--- src/rtl/uart_rx_depacketizer.sv ---
// uart_rx_depacketizer: 8N1 UART receiver with 16x oversampling feeding a first-word-fall-through byte buffer
module uart_rx_depacketizer #(
  parameter int CLK_FREQ   = 50000000,
  parameter int BAUD_RATE  = 9600,
  parameter int OVERSAMPLE = 16,
  parameter int DEPTH      = 4
) (
  input  logic                    clk,
  input  logic                    rst,
  input  logic                    serial_in,
  input  logic                    rx_ready,
  output logic [7:0]              rx_data,
  output logic                    rx_valid,
  output logic                    frame_err,
  output logic                    overrun,
  output logic                    rx_busy,
  output logic [$clog2(DEPTH):0]  fifo_count
);
  localparam int AW = $clog2(DEPTH);
  localparam logic [15:0] TICK_MAX = 16'(CLK_FREQ / (BAUD_RATE * OVERSAMPLE) - 1);
  localparam logic [AW:0] FULL = (AW+1)'(DEPTH);
  typedef enum logic [1:0] {IDLE, START, DATA, STOP} state_t;
  state_t state;
  logic s0, s1, s2;
  logic [15:0] baud_cnt;
  logic [3:0] tcnt;
  logic [2:0] bcnt;
  logic [7:0] shift;
  logic [7:0] mem [DEPTH];
  logic [AW-1:0] wp, rp;
  logic tick, fall, stop_pt, push, pop, wr;
  assign tick = baud_cnt == TICK_MAX;
  assign fall = s2 & ~s1;
  assign stop_pt = state == STOP && tick && tcnt == 4'd15;
  assign push = stop_pt & s1;
  assign pop = rx_valid & rx_ready;
  // a full buffer still accepts a byte when the head leaves in the same cycle
  assign wr = push & (fifo_count != FULL | pop);
  assign rx_valid = fifo_count != '0;
  assign rx_data = rx_valid ? mem[rp] : 8'h00;
  assign rx_busy = state != IDLE;
  always_ff @(posedge clk) begin
    if (rst) begin
      s0 <= 1'b1;
      s1 <= 1'b1;
      s2 <= 1'b1;
      baud_cnt <= '0;
    end else begin
      s0 <= serial_in;
      s1 <= s0;
      s2 <= s1;
      baud_cnt <= tick ? '0 : baud_cnt + 16'd1;
    end
  end
  // tcnt and bcnt wrap naturally at 16 ticks per bit and 8 bits per byte
  always_ff @(posedge clk) begin
    if (rst) begin
      state <= IDLE;
      tcnt <= '0;
      bcnt <= '0;
      shift <= '0;
      frame_err <= 1'b0;
    end else begin
      frame_err <= stop_pt & ~s1;
      case (state)
        IDLE: if (fall) begin
          tcnt <= '0;
          state <= START;
        end
        START: if (tick) begin
          if (tcnt == 4'd7) begin
            tcnt <= '0;
            bcnt <= '0;
            state <= s1 ? IDLE : DATA;
          end else tcnt <= tcnt + 4'd1;
        end
        DATA: if (tick) begin
          tcnt <= tcnt + 4'd1;
          if (tcnt == 4'd15) begin
            shift <= {s1, shift[7:1]};
            bcnt <= bcnt + 3'd1;
            if (bcnt == 3'd7) state <= STOP;
          end
        end
        STOP: if (tick) begin
          tcnt <= tcnt + 4'd1;
          if (tcnt == 4'd15) state <= IDLE;
        end
        default: state <= IDLE;
      endcase
    end
  end
  always_ff @(posedge clk) begin
    if (wr) mem[wp] <= shift;
  end
  always_ff @(posedge clk) begin
    if (rst) begin
      wp <= '0;
      rp <= '0;
      fifo_count <= '0;
      overrun <= 1'b0;
    end else begin
      overrun <= push & ~wr;
      if (wr) wp <= wp + AW'(1);
      if (pop) rp <= rp + AW'(1);
      fifo_count <= fifo_count + (AW+1)'(wr) - (AW+1)'(pop);
    end
  end
endmodule

--- config.mk ---
export PLATFORM = sky130hd
export DESIGN_NAME = uart_rx_depacketizer
export DESIGN_NICKNAME = d
export VERILOG_FILES = /design/src/rtl/uart_rx_depacketizer.sv
export SDC_FILE = /design/constraint.sdc
export NUM_CORES = 1
export LEC_CHECK = 0
export ABC_CLOCK_PERIOD_IN_PS = 7350
export BUFFER_PORTS_ARGS = -buffer_cell sky130_fd_sc_hd__buf_2
export CORE_UTILIZATION = 45
export CTS_CLUSTER_DIAMETER = 30
export DETAILED_ROUTE_END_ITERATION = 10
export GPL_ROUTABILITY_DRIVEN = 0
export PLACE_DENSITY = 0.7
export RECOVER_POWER = 50
export SYNTH_ARGS = -nofsm -noshare
export SYNTH_HDL_FRONTEND = slang
export SYNTH_SLANG_ARGS = --single-unit
--- constraint.sdc ---
create_clock -name clk -period 7.35 [get_ports clk]
set_input_delay 0.3675 -clock clk [delete_from_list [all_inputs] [get_ports clk]]
set_output_delay 0.3675 -clock clk [all_outputs]
set_load 0.05 [all_outputs]
==> results of run 1 <==
## per-stage QoR
step	hold slack [ns]	instances	utilization [%]	setup slack [ns]
floorplan	0.389	313	-	4.21
global placement	0.395	416	49.5	4.01
detailed placement	0.400	416	49.5	3.91
CTS	0.186	432	52.2	3.89
global route	0.191	432	51.8	3.53
finish	0.202	432	51.8	3.89
## worst register-to-register path, stage by stage, from the launching register on
cell     delay (ns)
dfxtp_1        0.35
inv_1          0.07
ha_1           0.14
or4bb_1        0.53
nor4_1         0.58
and3_1         0.32
inv_1          0.06
ha_1           0.27
inv_1          0.04
ha_1           0.18
fa_1           0.38
xnor2_1        0.21
xnor2_1        0.14
nor2_1         0.05
## where the power goes
part           switching, uW  total [uW]  internal, uW
combinational            192         282          89.6
clock                    165         326           161
sequential              26.8         495           469
total                    384        1100           719
## per-layer routing
layer  share of wire (%)  GRT usage (%)  vias to the layer above
met5                   0              0                        -
met4                0.93           5.24                        0
met3                 3.2           4.82                        5
met2                  50           27.2                       26
met1                  46           19.4                     1087
li1                    -              -                     1152
## logic make-up (layout without fill, tap and decap cells)
family                   count (synthesis)  in the layout  synth area share (%)
multiplexers                            10             10                  5.87
flip-flops                              79             79                  54.4
AND/OR/NAND/NOR                        128            128                  21.5
adder cells (fa/ha/maj)                 12             12                  4.51
buffers and inverters                   29             49                  3.47
AO/OA/AOI/OAI                           36             36                  5.48
XOR/XNOR                                19             19                  4.76
## layout make-up
| cell class | count | area [sq um] |
|---|---|---|
| clock inverter | 7 | 80.1 |
| sequential | 79 | 1900 |
| timing repair buffer | 18 | 78.8 |
| inverter | 15 | 56.3 |
| multi-input combinational | 205 | 1460 |
| fill | 653 | 3550 |
| clock buffer | 9 | 124 |
| tap | 99 | 124 |
## cell usage in the layout (no fill, tap or decap), types with 2 or more instances in the layout
master	n
dfxtp_1	47
a21oi_1	15
buf_2	9
clkinv_4	2
xnor2_1	17
inv_1	15
nand2b_1	3
and2_0	2
ha_1	11
nand4b_1	2
clkbuf_8	9
nand4_1	8
nor3b_1	3
nand3b_1	3
nor2_1	27
nand2_1	8
mux4_2	8
a31oi_1	2
o21ai_0	15
or3_1	4
clkbuf_1	9
nor4_1	8
nor4b_1	2
nor3_1	6
and3_1	3
nor2b_1	3
or2_2	4
nand3_1	19
and2_1	13
or4b_1	3
or4b_2	2
edfxtp_1	32
xor2_1	2
## Yosys cell counts, types with 2 or more instances
master	count
nor2_1	27
or4b_2	2
edfxtp_1	32
nand3b_1	3
ha_1	11
dfxtp_1	47
a31oi_1	2
mux4_2	8
nor4b_1	2
nor4_1	7
and2_1	14
xnor2_1	17
nor3b_1	3
nor2b_1	3
or3_1	4
nand2_1	8
clkbuf_1	9
nand4b_1	2
nand4_1	8
buf_1	2
o21ai_0	15
inv_1	15
a21oi_1	15
xor2_1	2
nor3_1	6
nand2b_1	3
or4b_4	3
nand3_1	19
and3_1	3
or2_2	4
## sequential cells by signal, summed over array words and instances, names as in the netlist, named ones only
signal      flops
s0              1
state           1
tcnt            4
wp              2
s1              1
mem            32
shift           8
rp              2
frame_err       1
bcnt            3
baud_cnt       16
overrun         1
s2              1
fifo_count      3
## path summary, 6_finish.rpt
check              start            end  cells after the start
max          baud_cnt[0]  fifo_count[2]                     13
min            serial_in             s0                      2
max reg2reg  baud_cnt[0]  fifo_count[2]                     13
min reg2reg           s0             s1                      1
==> results.py, run 1 <==
metrics = {
    "hold_path": {
        "hold_path_class": "in2reg",
    },
    "synthesis": {
        "syn_nets": 329,
        "ys_top_cells_by_area": "edfxtp_1, dfxtp_1, mux4_2",
        "ys.flop_type": "dfxtp_1",
        "yosysSeqAreaShare_pct": 54.4,
        "yosysWarningCount": 0,
        "synthDistinctLibCells": 47,
        "netlist_area_sq_um": 3500,
        "synth_top_area_cell": "edfxtp_1",
        "ys_seq_elements": 79,
        "synthCells": 313,
        "syn_avg_cell_area_sq_um": 11.2,
        "yosysTopAreaCellShare_pct": 27.5,
        "synth_async_sr_flop_share_pct": 0,
        "synth_edf_count": 32,
    },
    "critical_path": {
        "slowest_stage": "nor4_1",
        "crit_chain": "inv_1 -> ha_1 -> or4bb_1 -> nor4_1 -> and3_1 -> inv_1 -> ha_1 -> inv_1 -> ha_1 -> fa_1 -> xnor2_1 -> xnor2_1 -> nor2_1",
        "critical_path_buf_inv_count": 3,
        "worst_setup_path_end_kind": "flip-flop",
        "cp.required_ns": 7.55,
        "r2r_slack_ns": 3.89,
        "arrival_ns": 3.65,
        "path_class": "reg2reg",
        "critical_path.top_delay_family": "simple AND/OR/NAND/NOR gates",
        "worstPathMaxFanout": 5,
        "cp-start-kind": "flip-flop",
        "critPathMaxStageDelay_ns": 0.58,
    },
    "routing": {
        "vias": 2270,
        "post_drt_via_cell_ratio": 5.25,
        "first_pass_iters": 5,
        "ant_nets": 0,
        "drt_drc_violations_left": 0,
        "drt_iter0_drc": 133,
        "wirelength_mm": 6.04,
        "drt-wirelength-per-cell_um": 14.0,
    },
    "power_and_ir_drop": {
        "ir_drop_uv": 131,
        "powerDensity_nw_per_um2": 289,
        "power.leakage_uw": 0.00127,
        "finalPower_uw": 1100,
    },
    "sta": {
        "worstMarginPinSlew_ns": 1.42,
        "finalSetupViolCount": 0,
        "rsz0062_at_grt": "no",
        "drv_slew": 0,
        "max_freq_mhz": 289,
        "slew_headroom_pct": 4.23,
        "hold_viol_final": 0,
        "finalCritPeriodShare_pct": 47.0,
        "finClkSkew_ns": 0.0145,
        "fin_setup_tns_ns": 0,
        "finalCriticalPeriod_ns": 3.46,
    },
    "placement": {
        "dp_hpwl_mm": 4.09,
        "placed_area_sq_um": 3640,
        "port-buffer-count": 18,
    },
    "clock_network": {
        "cts_tree": "done",
        "cts.sinks": 79,
        "cts_resized": 0,
        "clockBufferDepth": 2,
        "cts_hold_buf": 0,
        "clock_latency_ns": 0.35,
        "cts.clk_slew.worst_paths_ns": 0.09,
        "postCtsSetupRepairBufs": 0,
        "cts_buffers": 9,
        "clockRootBuffer": "clkbuf_8",
        "h-tree-depth": 3,
    },
    "global_route": {
        "grt_max_degree": 33,
        "grt_pass1_vias": 2101,
        "grt_pass1_wl_mm": 10.3,
        "grt_antenna_before_repair": 0,
        "grt_usage_pct": 16.0,
        "gr-total-overflow": 0,
    },
    "outcome": {
        "outcome": "complete, no violations",
    },
    "floorplanning": {
        "die-area_sq_um": 8130,
        "core_sq_um": 7370,
        "rows": 31,
        "fp.dieH_um": 90.1,
        "start_util_pct": 47.4,
        "die_x_um": 90.1,
        "pin_count": 19,
    },
    "layout": {
        "final_nets": 344,
        "finalInstanceArea_sq_um": 3820,
        "drive_above_1_share_pct": 12.0,
        "n_antenna_cell": 0,
        "syn_to_final_growth_pct": 9.27,
    },
    "job": {
        "drv_cap": 0,
    },
}
Power figures use the tool's default switching activity.
==> run 2: changes to the inputs <==
--- a/config.mk
+++ b/config.mk
@@ -5,7 +5,8 @@
 export SDC_FILE = /design/constraint.sdc
 export NUM_CORES = 1
 export LEC_CHECK = 0
-export ABC_CLOCK_PERIOD_IN_PS = 7350
+export ABC_AREA = 1
+export ABC_CLOCK_PERIOD_IN_PS = 3300
 export BUFFER_PORTS_ARGS = -buffer_cell sky130_fd_sc_hd__buf_2
 export CORE_UTILIZATION = 45
 export CTS_CLUSTER_DIAMETER = 30
==> constraint.sdc (replaced) <==
create_clock -name clk -period 3.3 [get_ports clk]
set_input_delay 0.165 -clock clk [delete_from_list [all_inputs] [get_ports clk]]
set_output_delay 0.165 -clock clk [all_outputs]
set_load 0.05 [all_outputs]
==> results.py, run 2 <==
metrics = {
    "synthesis": {
        "synth_top_family_by_area": "simple AND/OR/NAND/NOR gates",
        "syn_nets": 426,
        "synth-xor-area-share_pct": 0.744,
        "ys.flop_type": "dfxtp_1",
        "yosysTopAreaCellShare_pct": 27.2,
        "synth_top_area_cell": "edfxtp_1",
        "ys_top_cells_by_area": "edfxtp_1, dfxtp_1, nor2_1",
        "yosysWarningCount": 0,
        "synth_edf_count": 32,
        "yosysMostFrequentCell": "nor2_1",
        "synthDistinctLibCells": 37,
        "ys_seq_elements": 79,
        "netlist_area_sq_um": 3530,
        "yosysSeqAreaShare_pct": 53.8,
        "synth_async_sr_flop_share_pct": 0,
        "synthAdderAreaFrac_pct": 4.46,
        "synthCells": 410,
        "synthMuxAreaShare_pct": 0,
        "syn_avg_cell_area_sq_um": 8.62,
        "synth_common_cells": "nor2_1, inv_1, dfxtp_1, nand2_1, o21ai_0",
        "yosys.area_share.simple_pct": 21.2,
        "synth_compound_area_share_pct": 11.2,
    },
    "sta": {
        "worstMarginPinSlew_ns": 0.787,
        "finalCriticalPeriod_ns": 2.47,
        "rsz0062_at_grt": "no",
        "hold_viol_final": 0,
        "finalCritPeriodShare_pct": 74.7,
        "finClkSkew_ns": 0.00927,
        "slew_headroom_pct": 47.3,
        "max_freq_mhz": 405,
        "fin_setup_tns_ns": 0,
        "finalSetupViolCount": 0,
        "drv_slew": 0,
    },
    "critical_path": {
        "worstPathMaxFanout": 5,
        "crit_chain": "ha_1 -> nand2_1 -> inv_1 -> nand2_1 -> inv_1 -> nand4_1 -> nor2_1 -> nand2_1 -> ha_1 -> inv_1 -> ha_1 -> fa_1 -> inv_1 -> o21ai_0 -> a21oi_1",
        "worst_setup_path_end_kind": "flip-flop",
        "cp.required_ns": 3.58,
        "critPathMaxStageDelay_ns": 0.37,
        "cp-start-kind": "flip-flop",
        "slowest_stage": "fa_1",
        "arrival_ns": 2.75,
        "path_common_cell": "inv_1",
        "path_class": "reg2reg",
    },
    "floorplanning": {
        "start_util_pct": 47.7,
        "pin_count": 19,
        "die-area_sq_um": 8210,
        "die_x_um": 90.6,
        "fp.dieH_um": 90.6,
        "rows": 31,
        "core_sq_um": 7410,
    },
    "global_route": {
        "gr-total-overflow": 0,
        "grt_antenna_before_repair": 0,
        "grt_pass1_vias": 2329,
        "grt_max_degree": 19,
        "grt_pass1_wl_mm": 10.4,
        "grt_usage_pct": 16.2,
    },
    "clock_network": {
        "clockRootBuffer": "clkbuf_8",
        "cts_resized": 0,
        "cts.clk_slew.worst_paths_ns": 0.08,
        "cts.sinks": 79,
        "cts_buffers": 9,
        "clockBufferDepth": 2,
        "cts_tree": "done",
        "clock_latency_ns": 0.35,
        "h-tree-depth": 3,
    },
    "power_and_ir_drop": {
        "power_frac_comb_pct": 32.2,
        "seqPwrFrac_pct": 41.6,
        "power.leakage_uw": 0.00140,
        "p_int_uw": 1560,
        "clkPwrFrac_pct": 26.2,
        "finalPower_uw": 2640,
        "powerDensity_nw_per_um2": 685,
        "netSwitchingPower_uw": 1080,
        "p_sw_share_pct": 40.9,
        "ir_drop_uv": 287,
    },
    "routing": {
        "first_pass_iters": 4,
        "drt-wirelength-per-cell_um": 11.6,
        "vias": 2580,
        "post_drt_via_cell_ratio": 4.85,
        "drt_drc_violations_left": 0,
        "drt_iter0_drc": 82,
        "ant_nets": 0,
        "wirelength_mm": 6.20,
    },
    "layout": {
        "final_nets": 444,
        "largest_reg_flops": 32,
        "fin_util_pct": 52.1,
        "final_cell_mix": "nor2_1, inv_1, dfxtp_1",
        "reg_top3": "mem: 32 flops, baud_cnt: 16 flops, shift: 8 flops",
        "top_register": "mem",
        "layout_commonest_cell": "nor2_1",
        "drive_above_1_share_pct": 9.70,
        "finalInstanceArea_sq_um": 3860,
        "syn_to_final_growth_pct": 9.17,
        "n_antenna_cell": 0,
    },
    "placement": {
        "placed_area_sq_um": 3670,
        "dp_hpwl_mm": 4.17,
        "port-buffer-count": 18,
    },
    "outcome": {
        "outcome": "complete, no violations",
    },
    "job": {
        "drv_cap": 0,
    },
    "hold_path": {
        "hold_path_class": "in2reg",
    },
}
## run 2: cell types whose count changed in the layout (fill, tap and decap cells not counted), sizes merged, moves of 14 or more
cell	delta
a21oi	+17
o21ai	+23
xnor2	-16
nand2	+39
inv	+42
nor2	+55
and2	-14
## run 2: cell type report
type / instances / area, sq um
Clock buffer: 9 / 124
Clock inverter: 7 / 71.3
Fill cell: 667 / 3550
Inverter: 59 / 221
Multi-Input combinational cell: 260 / 1320
Sequential cell: 79 / 1900
Tap cell: 99 / 124
Timing Repair Buffer: 19 / 91.3
## run 2: worst paths after layout
path	start	end	slack [ns]	cells after the start
min	rst	bcnt[2]	0.14	2
max reg2reg	tcnt[0]	fifo_count[2]	0.83	15
max	tcnt[0]	fifo_count[2]	0.83	15
min reg2reg	s0	s1	0.41	1
## run 2: through the flow
step	worst slack, ns	cells	hold WS [ns]
floorplan	0.546	410	0.269
global placement	0.906	515	0.348
detailed placement	0.842	515	0.352
CTS	0.828	532	0.131
global route	0.558	532	0.140
finish	0.834	532	0.145
## run 2: power by group through the flow
| stage | sequential [uW] | combinational, uW | clock [uW] |
|---|---|---|---|
| 6_report | 1100 | 851 | 692 |
| 5_1_grt | 1110 | 909 | 749 |
| 4_1_cts | 1100 | 861 | 715 |
| 3_5_place_dp | 1120 | 859 | 0 |
| 3_3_place_gp | 1120 | 845 | 0 |
| 2_1_floorplan | 1150 | 639 | 0 |
## run 2: routing by layer
| metal | routed length [um] | global-route usage, % |
|---|---|---|
| met1 | 2950 | 19.2 |
| met2 | 2930 | 27.1 |
| met3 | 212 | 5.05 |
| met4 | 102 | 6.59 |
| met5 | 0 | 0 |
## run 2: critical path: cells and delay by family, from the launching register on
family                     cells  cell delay, ns
DFF                            1            0.36
buffers and inverters          4            0.27
adders and majority gates      4            1.03
and+or+nand+nor                5            0.55
AOI/OAI and AO/OA              2            0.21
## run 2: what timing repair did
action / 4_1_cts / 5_1_grt
hold buffers: 1 / 0
endpoints found under the hold margin: 1 / 0
buffers inserted: 0 / 0
## run 2: logic make-up (layout without fill, tap and decap cells)
family                     Yosys count  count (layout)
AOI/OAI and AO/OA                   74              74
and+or+nand+nor                    171             171
DFF                                 79              79
xor gates and xnor gates             3               3
buffers and inverters               71              94
adders and majority gates           12              12
